`src/rtl/mode4_tree_feeder.sv`:
```
// -----------------------------------------------------------------------------
// mode4_tree_feeder
//
// Upstream sequencer for the mode-4 four-input adder tree in the attention
// layer. A start request streams one Q/K/V vector out of the buffer RAM in
// four-element beats, presents each beat on the tree operands, drives the
// tree stage enables as a pipelined valid chain, clears the tree accumulator
// once per vector and finally hands the accumulated sum downstream through a
// valid/ready handshake. No arithmetic is done here; the tree owns the sum.
//
// Ports:
//   clk, reset          clock; synchronous active-low reset
//   start, start_ready  vector request / block idle and able to accept it
//   base_addr           first buffer word, sampled when start is accepted
//   rd_en, rd_addr      buffer read strobe and address
//   rd_data             buffer word, valid the cycle after rd_en
//   inp0..inp3          tree operands (lane N = rd_data[N*DATA_WIDTH +: DATA_WIDTH])
//   stage2/1/0_run      tree stage enables
//   tree_clr            synchronous clear to the tree (also high during reset)
//   tree_outp           tree accumulator output
//   result              captured vector sum
//   result_valid        result holds a valid sum
//   result_ready        downstream accepts result
//   busy                sequencer not idle
// -----------------------------------------------------------------------------
module mode4_tree_feeder #(
  parameter int DATA_WIDTH = 16,
  parameter int LANES      = 4,
  parameter int NUM_BEATS  = 16,
  parameter int ADDR_W     = 4
) (
  input  logic                        clk,
  input  logic                        reset,
  input  logic                        start,
  output logic                        start_ready,
  input  logic [ADDR_W-1:0]           base_addr,
  output logic                        rd_en,
  output logic [ADDR_W-1:0]           rd_addr,
  input  logic [LANES*DATA_WIDTH-1:0] rd_data,
  output logic [DATA_WIDTH-1:0]       inp0,
  output logic [DATA_WIDTH-1:0]       inp1,
  output logic [DATA_WIDTH-1:0]       inp2,
  output logic [DATA_WIDTH-1:0]       inp3,
  output logic                        stage2_run,
  output logic                        stage1_run,
  output logic                        stage0_run,
  output logic                        tree_clr,
  input  logic [DATA_WIDTH-1:0]       tree_outp,
  output logic [DATA_WIDTH-1:0]       result,
  output logic                        result_valid,
  input  logic                        result_ready,
  output logic                        busy
);

  // Beat counter only needs to reach NUM_BEATS-1.
  localparam int CNT_W = (NUM_BEATS > 1) ? $clog2(NUM_BEATS) : 1;
  localparam logic [CNT_W-1:0] LAST_BEAT = CNT_W'(NUM_BEATS - 1);

  typedef enum logic [2:0] {
    IDLE,
    CLEAR,
    FETCH,
    DRAIN,
    HOLD
  } state_t;

  state_t                  state_q, state_d;
  logic [ADDR_W-1:0]       base_q, base_d;
  logic [CNT_W-1:0]        k_q, k_d;
  logic [DATA_WIDTH-1:0]   result_q, result_d;
  logic                    v0_q, s2_q, s1_q, s0_q;
  logic [DATA_WIDTH-1:0]   inp0_q, inp1_q, inp2_q, inp3_q;
  logic                    pipe_empty;

  // Control state: FSM state, latched base address, beat counter and the
  // captured sum.
  always_ff @(posedge clk) begin
    if (!reset) begin
      state_q  <= IDLE;
      base_q   <= '0;
      k_q      <= '0;
      result_q <= '0;
    end else begin
      state_q  <= state_d;
      base_q   <= base_d;
      k_q      <= k_d;
      result_q <= result_d;
    end
  end

  // Valid chain and operand registers. The read data arrives one cycle after
  // rd_en (v0), is registered into the operands, and the stage enables then
  // trail that beat through the tree one stage per cycle.
  always_ff @(posedge clk) begin
    if (!reset) begin
      v0_q   <= 1'b0;
      s2_q   <= 1'b0;
      s1_q   <= 1'b0;
      s0_q   <= 1'b0;
      inp0_q <= '0;
      inp1_q <= '0;
      inp2_q <= '0;
      inp3_q <= '0;
    end else begin
      v0_q <= rd_en;
      s2_q <= v0_q;
      s1_q <= s2_q;
      s0_q <= s1_q;
      if (v0_q) begin
        inp0_q <= rd_data[0*DATA_WIDTH +: DATA_WIDTH];
        inp1_q <= rd_data[1*DATA_WIDTH +: DATA_WIDTH];
        inp2_q <= rd_data[2*DATA_WIDTH +: DATA_WIDTH];
        inp3_q <= rd_data[3*DATA_WIDTH +: DATA_WIDTH];
      end
    end
  end

  // The first cycle with the whole chain quiet is the cycle after the last
  // stage0 enable, which is exactly when the accumulator holds the final sum.
  assign pipe_empty = !(v0_q || s2_q || s1_q || s0_q);

  // Next-state logic.
  always_comb begin
    state_d  = state_q;
    base_d   = base_q;
    k_d      = k_q;
    result_d = result_q;
    unique case (state_q)
      IDLE: begin
        if (start) begin
          base_d  = base_addr;
          k_d     = '0;
          state_d = CLEAR;
        end
      end
      CLEAR: begin
        state_d = FETCH;
      end
      FETCH: begin
        if (k_q == LAST_BEAT) begin
          state_d = DRAIN;
        end else begin
          k_d = k_q + CNT_W'(1);
        end
      end
      DRAIN: begin
        if (pipe_empty) begin
          result_d = tree_outp;
          state_d  = HOLD;
        end
      end
      HOLD: begin
        if (result_ready) begin
          state_d = IDLE;
        end
      end
      default: begin
        state_d = IDLE;
      end
    endcase
  end

  assign start_ready  = (state_q == IDLE);
  assign busy         = (state_q != IDLE);
  assign rd_en        = (state_q == FETCH);
  assign rd_addr      = (state_q == FETCH) ? (base_q + ADDR_W'(k_q)) : '0;
  // Reset reaches the tree combinationally so it is cleared in the same cycles.
  assign tree_clr     = !reset || (state_q == CLEAR);
  assign result_valid = (state_q == HOLD);
  assign result       = result_q;
  assign inp0         = inp0_q;
  assign inp1         = inp1_q;
  assign inp2         = inp2_q;
  assign inp3         = inp3_q;
  assign stage2_run   = s2_q;
  assign stage1_run   = s1_q;
  assign stage0_run   = s0_q;

endmodule

```
`config.mk`:
```
export PLATFORM = sky130hd
export DESIGN_NAME = mode4_tree_feeder
export DESIGN_NICKNAME = d
export VERILOG_FILES = /design/src/rtl/mode4_tree_feeder.sv
export SDC_FILE = /design/constraint.sdc
export NUM_CORES = 1
export LEC_CHECK = 0
export ABC_AREA = 0
export CORE_UTILIZATION = 38
export DETAILED_ROUTE_END_ITERATION = 10
export HOLD_SLACK_MARGIN = 0.1
export PLACE_DENSITY = 0.83
export SLEW_MARGIN = 40
export SYNTH_ARGS = -nofsm -noshare
export SYNTH_HDL_FRONTEND = slang
export SYNTH_SLANG_ARGS = --single-unit
```
`constraint.sdc`:
```
create_clock -name clk -period 3.3 [get_ports clk]
set_input_delay 0.33 -clock clk [delete_from_list [all_inputs] [get_ports clk]]
set_output_delay 0.33 -clock clk [all_outputs]
set_load 0.05 [all_outputs]
```
* Yosys cells after proc, flatten, opt, wreduce, memory -nomap -nowiden *
Cells that the tools add are included.

cells by class
  add/subtract/negate cells = 2
  equality and inequality tests = 10
  mux-type cells = 9
  bitwise logic cells = 1
  reduce and logical (&&, ||, !) cells = 12

operator list
  kind                                                                      count
  3-bit case mux with 5 select lines                                        1
  3-bit 2-to-1 mux                                                          4
  4-bit 2-to-1 mux                                                          3
  4-bit case mux with 2 select lines                                        1
  3-bit by 2-bit == test with 1-bit output (second input constant)          2
  2-bit inequality test (second input constant)                             3
  4-bit by 1-bit adder with 4-bit output (second input constant)            1
  4-bit adder                                                               1
  4-bit == test (second input constant)                                     1
  1-bit logical OR                                                          4
  2-bit by 1-bit inequality test with 1-bit output (second input constant)  2
  2-bit AND reduction                                                       2
  4-bit AND reduction                                                       1
  3-bit by 1-bit == test with 1-bit output (second input constant)          1
  3-bit == test (second input constant)                                     1
  3-bit zero test                                                           1
  3-bit AND reduction                                                       1
  3-bit nonzero test                                                        1
  2-bit nonzero test                                                        1
  1-bit zero test                                                           1
  1-bit inverter                                                            1

word-level totals
  register bits = 95
  input port bits = 88
  output and inout port bits = 92
  word-level logic and storage cells = 46

* Depth between registers and ports, before layout *
  word-level depth = 5
  mapped depth = 6
  gate-level depth less buffers = 4

* Worst setup path after synthesis *
Ideal clock, no wire load.

  path type = reg-to-output
  start point = register state_q[0]
  end point = output busy
  arrival time = 2.266 ns
  data required time = 2.970 ns
  slack = 0.704 ns
  stages on the path, launching flop included = 4
  buffers on the path = 1
  path through = dfxtp_1 clkbuf_1 nor3_1 inv_1

between the ends
  longest elaborated chain between the ends = 1

ends and longest elaborated chain
  element                   RTL line  source
  start: declaration        67        state_t state_q, state_d;
  start signal: assignment  84        state_q <= state_d;
  3-bit nonzero test        164       assign busy = (state_q != IDLE);
  end: declaration          52        output logic busy

No other way between the ends.

* Final worst setup path *
  start point = register k_q[1]
  end point = output rd_addr[3]

between the ends
  longest elaborated chain between the ends = 2

ends and longest elaborated chain
  element                   RTL line  source
  start: declaration        69        logic [CNT_W-1:0] k_q, k_d;
  start signal: assignment  86        k_q <= k_d;
  4-bit adder               166       assign rd_addr = (state_q == FETCH) ? (base_q + ADDR_W'(k_q)) : '0;
  4-bit 2-to-1 mux          166
  end: declaration          38        output logic [ADDR_W-1:0] rd_addr,

No other way between the ends.

==> results.toml <==
[logic_synthesis]
synth_area_sq_um = 3670
ys_seq_elements = 95
syn-num-nets = 460
synth_cell_types = 41
synth-edff-count = 0
synth_area_leaders = "dfxtp_1 52%, mux2i_1 19%, nor2_1 7.6%"
avgSynthCellArea_sq_um = 10.0
yosysWarnings = 0
synthFlopType = "dfxtp_1"
synth_top_cell_by_area = "dfxtp_1"
async_flop_share_pct = 0
seq_area_frac_synth_pct = 51.8
synth_top_area_share_pct = 51.8
syn_inst = 367

[pwr]
p_switching_mw = 0.758
p_int_mw = 1.80
power_frac_comb_pct = 21.3
power_frac_seq_pct = 47.9
p_per_area_nw_per_um2 = 446
ir_worst_vdd_mv = 0.308
power_frac_clock_pct = 30.7
switching_share_pct = 29.7
p_leak_nw = 2.02

[placement]
gp_congestion = 0.745
hpwl_um = 6710
io_buffers = 179
dp_cells = 651
placed_area_sq_um = 5520

[timing]
timing.final.crit_share_pct = 90.0
slew_violations = 0
clock.fmax_ghz = 0.337
min_period_ns = 2.97
fin_worst_skew_ns = 0.0137
rsz0062_at_grt = "no"
tightest_slew_ns = 0.683
setup_tns_ns = 0
finalSetupViolations = 0
slew_headroom_pct = 54.5
hold_viol = 0

[setup_path]
cp_max_fo = 6
end_kind = "output pin"
start_kind = "register"
crit-reg2reg-launch = "state_q[0]$_SDFFE_PN0P_"
crit_required_ns = 2.97
worstSetupPathType = "register to output pin"
arrival_ns = 2.64
startpoint = "k_q[1]$_SDFFE_PN0P_"

[drt]
vias_per_cell = 4.84
remaining_drc_errors = 0
maxUsedRoutingLayer = "met4"
wire_per_inst_um = 14.0
routed-wl-met2_um = 4560
wl_um = 9340
route.met3.wl_um = 723
drtPass1Iterations = 4
ant_nets = 0
met1_length_um = 3940
vias = 3233
drt-initial-drc-count = 92

[global_routing]
grt_pass1_wl_um = 14800
grt_pass1_vias = 3221
grt.total_usage_pct = 18.2
antenna_found_initial = 0
grt_max_degree = 58
gr-total-overflow = 0

[finish]
antenna_cells = 0
final_layout_size_suffix_gt1_share_pct = 4.82
syn_to_final_growth_pct = 56.1
final_util_pct = 61.7
final_cells = 668
nets = 627
stdcell_area_sq_um = 5730

[floorplanning]
dieArea_sq_um = 10100
start_util_pct = 39.6
chipHeight_um = 100
die_x_um = 100
core_sq_um = 9280
ios = 180
rows = 35

[outcome]
status = "finished, final reports clean"

[clock_tree]
numCtsBuffers = 9
cts_resized = 0
cts_hold_buf = 0
cts_sinks = 95
htreeDepth = 3
cts_tree = "done"
cts_root_buf = "clkbuf_8"
clock_path_buffers = 2
cts_setup_buffers = 0
clk-insertion-delay-late_ns = 0.35
clk_pin_slew_ns = 0.10

[hold_path]
min_path_type = "register to register"
min_from = "result[10]$_SDFFE_PN0P_"

[flow_run]
drv_cap = 0
## power by group through the flow
stage,clock network [mW],logic [mW],registers (mW)
detailed placement,0,0.543,1.25
global placement,0,0.535,1.25
CTS,0.812,0.545,1.23
finish,0.785,0.545,1.23
floorplan,0,0.211,1.37
global route,0.861,0.577,1.23
## metrics by stage
stage	power [mW]	hold slack, ns	worst slack (ns)
CTS	2.58	0.488	0.290
global route	2.67	0.519	0.161
global placement	1.78	0.463	0.786
finish	2.56	0.490	0.330
detailed placement	1.79	0.475	0.703
floorplan	1.58	0.452	0.704
## cells by family (layout without fill, tap and decap cells)
| kind of cell | Yosys count | count (layout) | synth area share [%] |
|---|---|---|---|
| AO/OA/AOI/OAI | 50 | 50 | 7.90 |
| buffers and inverters | 32 | 204 | 4.29 |
| multiplexers | 68 | 68 | 18.5 |
| XOR/XNOR | 2 | 2 | 0.477 |
| adder cells (fa/ha/maj) | 5 | 5 | 1.91 |
| AND/OR/NAND/NOR | 115 | 115 | 15.1 |
| flip-flops | 95 | 95 | 51.8 |
## sequential cells by signal (all words and copies together) (netlist names)
name / flops
stage2_run: 1
inp2: 16
inp0: 16
result: 16
k_q: 4
v0_q: 1
inp1: 16
base_q: 4
stage1_run: 1
state_q: 3
inp3: 16
stage0_run: 1
## path summary, 6_finish.rpt
path / endpoint / slack, ns / cells past startpoint
worst min-delay path: result[10]$_SDFFE_PN0P_ / 0.49 / 2
worst max-delay path: rd_addr[3] / 0.33 / 5
worst max register to register: result[1]$_SDFFE_PN0P_ / 1.54 / 3
worst min register to register: result[10]$_SDFFE_PN0P_ / 0.49 / 2
## cell usage after synthesis (all sizes together), types with 2 or more instances
library cell	n
o41ai	2
ha	4
o21ai	17
nand3b	2
nand2	3
nor2	74
mux2i	68
nand3	18
xnor2	2
a21oi	21
dfxtp	95
and2	5
buf	15
clkbuf	13
nor4	3
inv	3
o21bai	2
## cell type report
class                   count  area [sq um]
repair buffers            184          1830
flip-flops and latches     95          1910
multi-input cells         240          1610
well taps                 129           161
clock buffers              10           128
inverters                   4          16.3
fillers                   787          3550
clock inverters             6          75.1
## per-layer routing
layer | up-vias | GRT usage [%]
met3 | 13 | 5.92
met2 | 114 | 31.8
met4 | 0 | 5.80
met1 | 1513 | 21.1
met5 | - | 0
li1 | 1593 | -
## worst max-delay path, cell delays in order (launching register included)
cell	delay (ns)
dfxtp_1	0.47
ha_1	0.28
a21o_1	0.17
a2111oi_0	0.39
o21bai_1	0.17
clkdlybuf4s50_1	0.81
## cells in the final DEF (no fill, tap or decap), drive strengths merged, types with 3 or more instances in the layout
cell type,Yosys,routed
a21oi,21,21
mux2i,68,68
clkbuf,13,10
nor2,74,74
clkdlybuf4s50,0,179
dfxtp,95,95
nor4,3,3
ha,4,4
o21ai,17,17
nand2,3,3
buf,15,5
inv,3,7
nand3,18,18
and2,5,5
No activity file was read; power rests on OpenSTA's default activity.
